<file path="src/rtl/id_ex_stage.sv">
// ID/EX pipeline register with load-use hazard detection.
// Flush and load-use both insert an all-zero bubble; ext_stall freezes the whole stage.
module id_ex_stage #(
  parameter int N = 32
) (
  input  logic         clk,
  input  logic         rst_n,
  input  logic [N-1:0] id_pc,
  input  logic [N-1:0] id_rs1_data,
  input  logic [N-1:0] id_rs2_data,
  input  logic [N-1:0] id_imm,
  input  logic [4:0]   id_rs1,
  input  logic [4:0]   id_rs2,
  input  logic [4:0]   id_rd,
  input  logic         id_valid,
  input  logic         id_reg_write,
  input  logic         id_mem_to_reg,
  input  logic         id_branch,
  input  logic         id_mem_read,
  input  logic         id_mem_write,
  input  logic         id_alu_src,
  input  logic [1:0]   id_alu_op,
  input  logic [3:0]   id_alu_func,
  input  logic         flush,
  input  logic         ext_stall,
  output logic [N-1:0] ex_pc,
  output logic [N-1:0] ex_rs1_data,
  output logic [N-1:0] ex_rs2_data,
  output logic [N-1:0] ex_imm,
  output logic [4:0]   ex_rs1,
  output logic [4:0]   ex_rs2,
  output logic [4:0]   ex_rd,
  output logic         ex_valid,
  output logic         ex_reg_write,
  output logic         ex_mem_to_reg,
  output logic         ex_branch,
  output logic         ex_mem_read,
  output logic         ex_mem_write,
  output logic         ex_alu_src,
  output logic [1:0]   ex_alu_op,
  output logic [3:0]   ex_alu_func,
  output logic         hazard_stall
);

  typedef struct packed {
    logic [N-1:0] pc;
    logic [N-1:0] rs1_data;
    logic [N-1:0] rs2_data;
    logic [N-1:0] imm;
    logic [4:0]   rs1;
    logic [4:0]   rs2;
    logic [4:0]   rd;
    logic         valid;
    logic         reg_write;
    logic         mem_to_reg;
    logic         branch;
    logic         mem_read;
    logic         mem_write;
    logic         alu_src;
    logic [1:0]   alu_op;
    logic [3:0]   alu_func;
  } stage_t;

  stage_t stage_q, stage_d;
  logic   lu;

  // A load to x0 never produces a value, so it cannot create a dependency.
  assign lu = stage_q.valid & stage_q.mem_read & (stage_q.rd != 5'd0) & id_valid &
              ((stage_q.rd == id_rs1) | (stage_q.rd == id_rs2));

  assign hazard_stall = lu & ~flush & ~ext_stall;

  always_comb begin
    stage_d = stage_q;
    if (flush) begin
      stage_d = '0;
    end else if (ext_stall) begin
      stage_d = stage_q;
    end else if (lu) begin
      stage_d = '0;
    end else begin
      stage_d.pc         = id_pc;
      stage_d.rs1_data   = id_rs1_data;
      stage_d.rs2_data   = id_rs2_data;
      stage_d.imm        = id_imm;
      stage_d.rs1        = id_rs1;
      stage_d.rs2        = id_rs2;
      stage_d.rd         = id_rd;
      stage_d.valid      = id_valid;
      stage_d.reg_write  = id_valid & id_reg_write;
      stage_d.mem_to_reg = id_valid & id_mem_to_reg;
      stage_d.branch     = id_valid & id_branch;
      stage_d.mem_read   = id_valid & id_mem_read;
      stage_d.mem_write  = id_valid & id_mem_write;
      stage_d.alu_src    = id_valid & id_alu_src;
      stage_d.alu_op     = id_valid ? id_alu_op : 2'b00;
      stage_d.alu_func   = id_valid ? id_alu_func : 4'b0000;
    end
  end

  always_ff @(posedge clk or negedge rst_n) begin
    if (!rst_n) begin
      stage_q <= '0;
    end else begin
      stage_q <= stage_d;
    end
  end

  assign ex_pc         = stage_q.pc;
  assign ex_rs1_data   = stage_q.rs1_data;
  assign ex_rs2_data   = stage_q.rs2_data;
  assign ex_imm        = stage_q.imm;
  assign ex_rs1        = stage_q.rs1;
  assign ex_rs2        = stage_q.rs2;
  assign ex_rd         = stage_q.rd;
  assign ex_valid      = stage_q.valid;
  assign ex_reg_write  = stage_q.reg_write;
  assign ex_mem_to_reg = stage_q.mem_to_reg;
  assign ex_branch     = stage_q.branch;
  assign ex_mem_read   = stage_q.mem_read;
  assign ex_mem_write  = stage_q.mem_write;
  assign ex_alu_src    = stage_q.alu_src;
  assign ex_alu_op     = stage_q.alu_op;
  assign ex_alu_func   = stage_q.alu_func;

endmodule

</file>
<file path="config.mk">
export PLATFORM = sky130hd
export DESIGN_NAME = id_ex_stage
export DESIGN_NICKNAME = d
export VERILOG_FILES = /design/src/rtl/id_ex_stage.sv
export SDC_FILE = /design/constraint.sdc
export NUM_CORES = 1
export LEC_CHECK = 0
export ABC_AREA = 1
export BUFFER_PORTS_ARGS = -buffer_cell sky130_fd_sc_hd__buf_4
export CAP_MARGIN = 20
export CORE_AREA = 2 2 123 125
export CTS_BUF_LIST = sky130_fd_sc_hd__clkbuf_2
export CTS_CLUSTER_SIZE = 10
export DETAILED_ROUTE_END_ITERATION = 7
export DIE_AREA = 0 0 125 127
export PLACE_DENSITY = 0.75
export SLEW_MARGIN = 5
export SYNTH_ARGS = -nofsm -noshare
export SYNTH_HDL_FRONTEND = slang
export SYNTH_SLANG_ARGS = --single-unit
</file>
<file path="constraint.sdc">
create_clock -name clk -period 3.65 [get_ports clk]
set_clock_uncertainty 0.05 [all_clocks]
set_input_delay 0.73 -clock clk [delete_from_list [all_inputs] [get_ports clk]]
set_output_delay 0.73 -clock clk [all_outputs]
set_load 0.01 [all_outputs]
</file>
## After elaboration in Yosys (flattened, before gate mapping)

Index checks and enable logic that the tools add are counted.

| word-level totals | value |
|---|---|
| logic and storage cells | 40 |
| bits in registers | 156 |
| output and inout bits | 157 |
| bits of input ports | 160 |

| cells by class | value |
|---|---|
| equal/unequal tests | 3 |
| mux-type cells | 5 |
| bitwise gates (word level) | 15 |
| reductions and logical operators | 1 |

Operator list:

| cell | number |
|---|---|
| 2-to-1 mux 156 bit | 3 |
| AND 1 bit | 12 |
| equality test 5 bit | 2 |
| nonzero test 5 bit | 1 |
| 2-to-1 mux 4 bit | 1 |
| 2-to-1 mux 2 bit | 1 |
| inequality test 2 bit (second input constant) | 1 |
| NOT 1 bit | 2 |
| bitwise OR 1 bit | 1 |

## Logic depth before layout (Yosys ltp)

| depth | value |
|---|---|
| depth after elaboration | 7 |
| gate-level depth with buffers | 11 |

## Least setup slack after synthesis

No wires, ideal clock.

| timing | value |
|---|---|
| kind | input to output |
| from | input port id_rs2[4] |
| to | output port hazard_stall |
| setup slack | 1.309 ns |
| data arrival time | 1.561 ns |
| path buffers | 1 |
| cell stages on the path | 9 |
| data required time | 2.870 ns |
| cell sequence | inv_1 -> nand2_1 -> nand2_1 -> nor2_1 -> nand3_1 -> nand2_1 -> nand2_2 -> buf_2 -> nor3_1 |

| between the ends | value |
|---|---|
| word-level cells in the longest chain between the ends | 5 |

RTL lines:

| element | RTL line | source |
|---|---|---|
| start, declared | 13 | `input logic [4:0] id_rs2,` |
| equality test 5 bit | 69 | `((stage_q.rd == id_rs1) \| (stage_q.rd == id_rs2));` |
| bitwise OR 1 bit | 69 |  |
| AND 1 bit | 68 | `assign lu = stage_q.valid & stage_q.mem_read & (stage_q.rd != 5'd0) & id_valid &` |
| AND 1 bit (2 in series) | 71 | `assign hazard_stall = lu & ~flush & ~ext_stall;` |
| end, declared | 42 | `output logic hazard_stall` |

No other way between the ends.

## Worst setup path after layout

| timing | value |
|---|---|
| from | register stage_q, in the netlist ex_rd[1] |
| to | output port hazard_stall |

| between the ends | value |
|---|---|
| word-level cells in the longest chain between the ends | 6 |
| elaborated cells between the ends (all ways) | 9 |
| those cells by class | eq/ne: 2; bitwise: 6; reduce/logical: 1 |

RTL lines:

| element | RTL line | source |
|---|---|---|
| start, declared | 64 | `stage_t stage_q, stage_d;` |
| start signal, assigned | 105 | `stage_q <= stage_d;` |
| nonzero test 5 bit | 68 |  |
| AND 1 bit (2 in series) | 68 |  |
| AND 1 bit (*) | 68 |  |
| AND 1 bit (*) (2 in series) | 71 |  |

Every way passes the cells marked *; elsewhere a longest branch is shown, timed or not.

==> impl_metrics.yaml <==
clock_tree:
  postCtsSetupBuffers: 0
  insertion_delay_ns: 0.69
  cts_hold_buf: 1
  clk_path_buf_depth: 2
  cts_tree: "yes"
  cts_root_buf: "clkbuf_2"
  htreeDepth: 4
  numCtsBuffers: 17
  cts_sinks: 156
  cts_repair_resize_count: 0
  clk_pin_slew_ns: 0.23
placed_design:
  place_area_um2: 8950
  pre_cts_ws_ns: 1.12
  routabilityCongestion: 0.847
  dp.cells: 1215
  dp_hpwl_um: 13400
  numPortBuffers: 316
detailed_routing:
  via_count: 6135
  remaining_drc_errors: 0
  final_antenna_net_count: 0
  wirelength_um: 19300
  drt_iter0_markers: 489
  routedWlPerCell_um: 15.5
  routed_via_density: 4.91
  firstDrtPassIters: 5
finish:
  final_area_um2: 9140
  instances_no_fill: 1249
  syn_to_final_growth_pct: 40.7
  final_nets: 1211
  drive_above_1_share_pct: 34.2
worst_setup_path:
  crit_type: "register to primary output"
  setup.worst_path.start_class: "register"
  required_ns: 2.87
  critPathMaxFanout: 6
  end_kind: "primary output"
  arrival_ns: 2.18
logic_synthesis:
  async_flop_share_pct: 100
  synth_edf_count: 0
  synth_area_leaders: "dfrtp_1 60%, nand2_1 19%, nand3_1 12%"
  synth_most_common_cell: "nand2_1"
  ys_types: 16
  ys_warn_count: 0
  yosysTopAreaCell: "dfrtp_1"
  ys_seq_area_share_pct: 60.1
  syn_avg_cell_area_um2: 8.60
  synth_commonest_cells: "333 x nand2_1, 158 x nand3_1, 156 x dfrtp_1"
  synth_top_flop_cell: "dfrtp_1"
  syn_area_um2: 6500
  synth.top_cell.area_share_pct: 60.1
  synth_fp_nets: 915
  synth_seq_cells: 156
  syn_inst: 755
hold_path:
  min_path_type: "primary input to register"
timing:
  hold_violations: 0
  period_needed_ns: 2.96
  fin_ws_ns: 0.686
  fin_tns_setup_ns: 0
  slew_headroom_pct: 39.0
  tightest_slew_ns: 0.915
  fin_hold_ws_ns: 0.175
  setup_viol: 0
  rsz0062_at_grt: "no"
  period_share_pct: 81.2
  drv_slew: 0
  max_freq_mhz: 337
floorplanning:
  row_count: 44
  die_x_um: 125
  io_pins: 317
  die_height_um: 127
  dieArea_um2: 15900
  start_util_pct: 45.0
  core_um2: 14400
global_routing:
  grt_start_max_net_pins: 157
  grt_overflow: 0
  grt_antenna_before_repair: 1
  grt_pass1_vias: 6033
  grt_pass1_wl_um: 30800
  track_usage_pct: 24.3
outcome:
  status: "finished clean"
pwr:
  p_leak_nw: 5.42
  vdd_ir_drop_max_v: 0.000194
  p_per_area_nw_per_um2: 355
run:
  maxCapViolations: 0
[final timing paths]
| kind | startpoint | end | slack [ns] | depth (start not counted) |
|---|---|---|---|---|
| min in group asynchronous | rst_n | ex_imm[20] | 0.56 | 2 |
| min | id_pc[20] | ex_pc[20] | 0.17 | 3 |
| max in group asynchronous | rst_n | ex_alu_op[0] | 2.19 | 3 |
| max reg2reg | ex_rd[0] | ex_rs2[0] | 1.63 | 10 |
| min reg2reg | ex_pc[26] | ex_pc[26] | 0.45 | 2 |
| max | ex_rd[1] | hazard_stall | 0.69 | 9 |
[layer usage]
layer  GRT usage [%]  part of all wire (%)  vias to the layer above
li1                -                     -                     2973
met1            31.1                    40                     2836
met2            36.9                    47                      269
met3            7.79                   8.6                       57
met4            13.6                   4.7                        0
met5               0                     0                        -
[per-stage QoR]
stage	utilization (%)	power, mW
6_report	63.4	3.24
5_1_grt	63.4	3.44
4_1_cts	63.4	3.29
3_5_place_dp	62.0	2.50
3_3_place_gp	62.0	2.49
2_1_floorplan	-	2.11
[where the power goes]
group / internal (mW) / switching [mW]
logic: 0.294 / 0.280
registers: 1.82 / 0.0598
clock network: 0.184 / 0.602
[placed cells by master, fill, tap and decap left out]
master,Yosys,layout
nor2_1,22,22
nand2_1,333,333
nand3_1,158,158
clkinv_4,0,3
nor3_1,1,1
buf_4,1,321
dlygate4sd3_1,0,1
clkinv_2,0,5
nor2_4,0,2
diode_2,0,1
buf_12,0,5
clkbuf_2,0,21
nand2_4,0,1
inv_2,2,2
xnor2_1,2,2
buf_6,14,1
nand4_1,2,2
dfrtp_1,156,156
inv_1,25,25
clkinvlp_4,0,3
[kinds of logic after synthesis]
group                  share of synthesized area [%]
flip-flops                                      60.1
XOR/XNOR                                       0.270
buffers and inverters                           6.39
AND/OR/NAND/NOR                                 33.2
[critical path: stages (launching register included)]
cell and delay, ns:
dfrtp_1 0.55, inv_2 0.06, nand2_1 0.06, nand2_1 0.05
nor2_1 0.13, nand3_1 0.08, nand2_1 0.13, nand2_4 0.09
nor3_1 0.20, buf_4 0.17
[cell type report]
| type | count | area [µm²] |
|---|---|---|
| diodes | 1 | 2.50 |
| clock buffers | 21 | 105 |
| clock inverters | 11 | 73.8 |
| fillers | 1286 | 5280 |
| inverters | 27 | 101 |
| multi-input cells | 521 | 2190 |
| flip-flops and latches | 156 | 3900 |
| well taps | 184 | 230 |
| repair buffers | 328 | 2530 |
Power figures use the tool's default switching activity.
